## config.mk

```make
export PLATFORM = sky130hd
export DESIGN_NAME = tick_scheduler
export DESIGN_NICKNAME = d
export VERILOG_FILES = /design/src/rtl/tick_sched_pkg.sv /design/src/rtl/tick_channel.sv /design/src/rtl/tick_scheduler.sv
export SDC_FILE = /design/constraint.sdc
export NUM_CORES = 1
export LEC_CHECK = 0
export BUFFER_PORTS_ARGS = -buffer_cell sky130_fd_sc_hd__buf_2
export CAP_MARGIN = 10
export CORE_ASPECT_RATIO = 0.75
export CORE_MARGIN = 3
export CORE_UTILIZATION = 60
export DETAILED_ROUTE_END_ITERATION = 12
export HOLD_SLACK_MARGIN = 0.12
export PLACE_DENSITY = 0.77
export SETUP_SLACK_MARGIN = 0.5
export SLEW_MARGIN = 20
export SYNTH_ARGS = -nofsm -noshare
export SYNTH_HDL_FRONTEND = slang
export SYNTH_SLANG_ARGS = --single-unit
```

## constraint.sdc

```tcl
create_clock -name clk -period 4.3 [get_ports clk]
set_clock_uncertainty 0.2 [all_clocks]
set_input_delay 0.645 -clock clk [delete_from_list [all_inputs] [get_ports clk]]
set_output_delay 0.645 -clock clk [all_outputs]
set_load 0.02 [all_outputs]
```

## src/rtl/tick_sched_pkg.sv

```systemverilog
// Shared types and constants for the tick scheduler timebase.
package tick_sched_pkg;

    typedef enum logic [1:0] {
        IDLE,
        WAIT_BASE,
        LOAD
    } cfg_state_e;

    localparam int DEFAULT_PERIOD_DEF = 1000;

    function automatic bit params_ok(input int prescale, input int n_ch,
                                     input int period_w, input int default_period);
        bit fits;
        fits = (period_w >= 31) || ((default_period >> period_w) == 0);
        return (prescale >= 2) && (n_ch >= 2) && (period_w >= 1) &&
               (default_period != 0) && fits;
    endfunction

endpackage

```

## src/rtl/tick_channel.sv

```systemverilog
// One channel divider: counts base ticks and flags the P-th one; a load
// rewrites period and phase and takes priority over counting.
module tick_channel #(
    parameter int PERIOD_W       = 16,
    parameter int DEFAULT_PERIOD = 1000
) (
    input  logic                clk,
    input  logic                rst_n,
    input  logic                pz,
    input  logic                run,
    input  logic                load,
    input  logic [PERIOD_W-1:0] load_period,
    output logic                fire
);

    logic [PERIOD_W-1:0] period;
    logic [PERIOD_W-1:0] cnt;
    logic                active;

    assign active = run && (period != '0);
    assign fire   = pz && active && (cnt == '0);

    always_ff @(posedge clk or negedge rst_n) begin
        if (!rst_n) begin
            period <= PERIOD_W'(DEFAULT_PERIOD);
            cnt    <= PERIOD_W'(DEFAULT_PERIOD - 1);
        end else if (load) begin
            period <= load_period;
            cnt    <= (load_period == '0) ? '0 : load_period - PERIOD_W'(1);
        end else if (pz && active) begin
            cnt    <= (cnt == '0) ? period - PERIOD_W'(1) : cnt - PERIOD_W'(1);
        end
    end

endmodule

```

## src/rtl/tick_scheduler.sv

```systemverilog
// Prescaler, run-time channel configuration FSM and registered tick outputs.
// Define TICK_SCHED_SYNC_LOAD_EN to align channel loads to base-tick boundaries.
module tick_scheduler
    import tick_sched_pkg::*;
#(
    parameter int PRESCALE       = 50000,
    parameter int N_CH           = 4,
    parameter int PERIOD_W       = 16,
    parameter int DEFAULT_PERIOD = DEFAULT_PERIOD_DEF
) (
    input  logic                    clk,
    input  logic                    rst_n,
    input  logic                    enable,
    input  logic [N_CH-1:0]         ch_en,
    input  logic                    cfg_valid,
    output logic                    cfg_ready,
    input  logic [$clog2(N_CH)-1:0] cfg_ch,
    input  logic [PERIOD_W-1:0]     cfg_period,
    output logic                    base_tick,
    output logic [N_CH-1:0]         tick
);

    localparam int CH_W = $clog2(N_CH);
    localparam int PS_W = $clog2(PRESCALE);

    if (!params_ok(PRESCALE, N_CH, PERIOD_W, DEFAULT_PERIOD)) begin : g_param_check
        $error("tick_scheduler: invalid parameter set");
    end

    logic [PS_W-1:0]     ps_cnt;
    logic                pz;
    cfg_state_e          state_q;
    cfg_state_e          state_d;
    logic                load_go;
    logic [CH_W-1:0]     ch_q;
    logic [PERIOD_W-1:0] period_q;
    logic [N_CH-1:0]     fire;
    logic [N_CH-1:0]     load;
    logic [N_CH-1:0]     tick_d;

    assign pz = enable && (ps_cnt == '0);

    always_ff @(posedge clk or negedge rst_n) begin
        if (!rst_n) begin
            ps_cnt <= PS_W'(PRESCALE - 1);
        end else if (pz) begin
            ps_cnt <= PS_W'(PRESCALE - 1);
        end else if (enable) begin
            ps_cnt <= ps_cnt - PS_W'(1);
        end
    end

    always_ff @(posedge clk or negedge rst_n) begin
        if (!rst_n) begin
            state_q  <= IDLE;
            ch_q     <= '0;
            period_q <= '0;
        end else begin
            state_q <= state_d;
            if (cfg_valid && cfg_ready) begin
                ch_q     <= cfg_ch;
                period_q <= cfg_period;
            end
        end
    end

    // base_tick is the registered pz, so seeing it in WAIT_BASE means the
    // boundary has just passed and the load lands one cycle later.
    always_comb begin
        state_d   = state_q;
        cfg_ready = 1'b0;
        load_go   = 1'b0;
        unique case (state_q)
            IDLE: begin
                cfg_ready = 1'b1;
                if (cfg_valid) begin
`ifdef TICK_SCHED_SYNC_LOAD_EN
                    state_d = WAIT_BASE;
`else
                    state_d = LOAD;
`endif
                end
            end
            WAIT_BASE: begin
                if (base_tick || !enable) begin
                    state_d = LOAD;
                end
            end
            LOAD: begin
                load_go = 1'b1;
                state_d = IDLE;
            end
            default: state_d = IDLE;
        endcase
    end

    // Out-of-range channel indices match no channel, so such writes are dropped.
    for (genvar i = 0; i < N_CH; i++) begin : g_ch
        assign load[i] = load_go && (ch_q == CH_W'(i));

        tick_channel #(
            .PERIOD_W       (PERIOD_W),
            .DEFAULT_PERIOD (DEFAULT_PERIOD)
        ) u_channel (
            .clk         (clk),
            .rst_n       (rst_n),
            .pz          (pz),
            .run         (ch_en[i]),
            .load        (load[i]),
            .load_period (period_q),
            .fire        (fire[i])
        );

`ifdef TICK_SCHED_SYNC_LOAD_EN
        assign tick_d[i] = fire[i];
`else
        assign tick_d[i] = fire[i] && !load[i];
`endif
    end

    always_ff @(posedge clk or negedge rst_n) begin
        if (!rst_n) begin
            base_tick <= 1'b0;
            tick      <= '0;
        end else begin
            base_tick <= pz;
            tick      <= tick_d;
        end
    end

endmodule
```

==> impl_metrics.yaml <==
status:
  outcome: "completed"
place:
  placed_area_mm2: 0.0102
  dp_hpwl_um: 19600
  port_buffers: 31
  gp_congestion: 0.925
  place_ws_ns: 0.479
die:
  io_pins: 32
  row_count: 39
  start_util: 0.628
  die_width_um: 154
  dieArea_mm2: 0.0179
  core_mm2: 0.0156
  die_h_um: 117
critical_path:
  crit_type: "reg2reg"
  arrival_ns: 3.84
  cp.required_ns: 4.43
  start_kind: "flip-flop"
  cp_max_fo: 7
  end_kind: "flip-flop"
sta:
  period_share: 0.862
  fin_crit_ns: 3.71
  setup_ws_ns: 0.593
  fin_tns_setup_ns: 0
  timing_worst_slew_pin_value_ns: 0.992
  rsz0062_at_grt: "no"
  slew_viol_final: 0
  hold_viol_final: 0
  slew_headroom: 0.320
  setup_viol: 0
  fmax_ghz: 0.270
cells_and_area:
  n_antenna_cell: 0
  nNetsFinal: 1216
  syn_to_final_growth_pct: 10.4
  post-route-util: 0.693
  design_area_mm2: 0.0108
  drive_above_1_share: 0.161
synth:
  syn-instance-count: 1177
  synth-async-reset-ratio: 1.00
  synth-seq-cells: 168
  synth_compound_area_frac: 0.203
  ys_top_cells_by_area: "dfrtp_1, dfstp_2, nand2_1, nor2_1, a21oi_1"
  synthXorXnorAreaFrac: 0.0206
  ys.flop_type: "dfrtp_1"
  synthesis.area_mm2: 0.00980
  ys_warn_count: 0
  seq_area_frac_synth: 0.437
  syn_nets: 1209
  synth_top_area_frac: 0.263
  synth_top_family_by_area: "simple AND/OR/NAND/NOR gates"
  synth_mux_area_frac: 0.0290
  avgSynthCellArea_um2: 8.33
  synth_cell_types: 70
  synth_simple_gate_area_frac: 0.272
  synth_edf_count: 0
  yosys.area_share.adder: 0.00766
  synth_largest_area_cell: "dfrtp_1"
power:
  cell_internal_pwr_mw: 3.96
  power_frac_seq: 0.496
  fin_total_pwr_mw: 6.41
  power_density_mw_per_mm2: 592
  comb_power_share: 0.254
  p_leak_nw: 4.30
  netSwitchingPower_mw: 2.45
  pwr-share-clk: 0.250
  ir_drop_mv: 0.364
  p_sw_frac: 0.382
route:
  vias: 9362
  avgViaCountPerCell: 6.68
  drt_first_pass_iters: 5
  wl_per_cell_um: 20.7
  drc: 0
  drt_wl_total_um: 29000
  first_iter_violations: 878
  drtAntennaViolNets: 0
global_routing:
  antenna_found_initial: 1
  grt_pass1_wl_um: 46800
  grt_max_degree: 78
  track_usage: 0.330
  overflow: 0
  grt_pass1_vias: 8762
clocking:
  insertion_delay_ns: 0.44
  cts_sinks: 168
  cts_buffers: 17
  clock-root-buffer: "clkbuf_16"
  cts_max_level: 4
  clockBufferDepth: 2
  clkTransAtPathRegs_ns: 0.07
  post_cts_buffers: 0
  cts_tree: "done"
run:
  cap_viol_max_count: 0
hold_path:
  hold_class: "in2reg"
[stage by stage]
stage / hold slack, ns / instances
final: 0.236 / 1402
after global routing: 0.230 / 1402
after CTS: 0.231 / 1402
after detailed placement: 0.265 / 1369
after global placement: 0.256 / 1369
after floorplan: 0.149 / 1177
[cells in the mapped netlist, types with 8 or more instances]
cell      count
nand2_1     257
nor2_1      115
dfrtp_1     103
a21oi_1      70
dfstp_2      65
clkbuf_1     63
o21ai_0      51
nor3_1       45
o22ai_1      27
a21boi_0     24
nor4_1       24
or4_1        23
or3_1        22
a31oi_1      21
mux2_2       19
nand3_1      15
o31ai_1      15
xnor2_1      12
inv_1        11
xor2_1       11
a22oi_1      10
and3_1       10
nand4_1      10
nor2b_1       8
[kinds of logic after synthesis]
kind of cell / Yosys count
XOR/XNOR: 23
buffers and inverters: 79
AO/OA/AOI/OAI: 303
flip-flops: 168
AND/OR/NAND/NOR: 572
multiplexers: 26
adder cells (fa/ha/maj): 6
[state kept, by name (all words and copies together) (netlist names)]
register               flops
g_ch.u_channel.cnt        64
g_ch.u_channel.period     64
period_q                  16
ps_cnt                    16
tick                       4
ch_q                       2
base_tick                  1
state_q                    1
[power groups by stage]
stage / sequential (mW) / combinational, mW / clock (mW)
finish: 3.18 / 1.63 / 1.60
global route: 3.26 / 1.83 / 1.69
CTS: 3.13 / 1.59 / 1.62
detailed placement: 3.14 / 1.57 / 0
global placement: 3.12 / 1.53 / 0
floorplan: 2.82 / 1.26 / 0
[placed cells by master, fill, tap and decap left out, types with 27 or more instances in the layout]
| cell | count |
|---|---|
| o21ai_0 | 51 |
| nor3_1 | 43 |
| buf_2 | 30 |
| dfrtp_1 | 103 |
| dfstp_2 | 65 |
| nor2_1 | 114 |
| a21oi_1 | 67 |
| nand2_1 | 257 |
| o22ai_1 | 27 |
[layout make-up]
cell class	count	area [µm²]
inverter	12	45.0
tap	205	256
clock inverter	13	170
fill	1244	4800
timing repair buffer	55	357
multi-input combinational	930	5270
sequential	168	4290
clock buffer	19	433
[timing repair]
| action | in CTS | in global routing |
|---|---|---|
| resized for setup | 1 | 9 |
| endpoints found under the setup margin | 1 | 6 |
| cloned | 0 | 0 |
| endpoints found under the hold margin | 48 | 0 |
| hold buffers | 1 | 0 |
[metal layers]
metal  GRT usage  vias up  share of wire
met5      0.0159        -         0.0019
met4       0.128        4          0.035
met3       0.100       77           0.11
met2       0.484      483           0.42
met1       0.465     4484           0.43
li1            -     4314              -
[critical path, stage by stage (launching register included)]
cell     delay, ns
dfstp_2       0.58
nor3_1        0.10
and3_1        0.26
and2_1        0.22
a21oi_2       0.18
ha_2          0.23
or4b_2        0.66
a21oi_4       0.19
nand2_1       0.11
or4bb_1       0.51
xnor2_1       0.15
o31ai_1       0.22
[worst paths after layout]
kind                                              from                          end  slack [ns]  cells past startpoint
max in group asynchronous                        rst_n     g_ch[3].u_channel.cnt[6]        2.42                      3
setup reg to reg              g_ch[0].u_channel.cnt[8]    g_ch[0].u_channel.cnt[12]        0.59                     11
hold / removal                           cfg_period[5]                  period_q[5]        0.24                      2
hold reg to reg            g_ch[2].u_channel.period[8]  g_ch[2].u_channel.period[8]        0.28                      2
min in group asynchronous                        rst_n                    ps_cnt[5]        0.58                      2
setup / recovery              g_ch[0].u_channel.cnt[8]    g_ch[0].u_channel.cnt[12]        0.59                     11
Note: power is estimated with default switching activity, not from simulation.
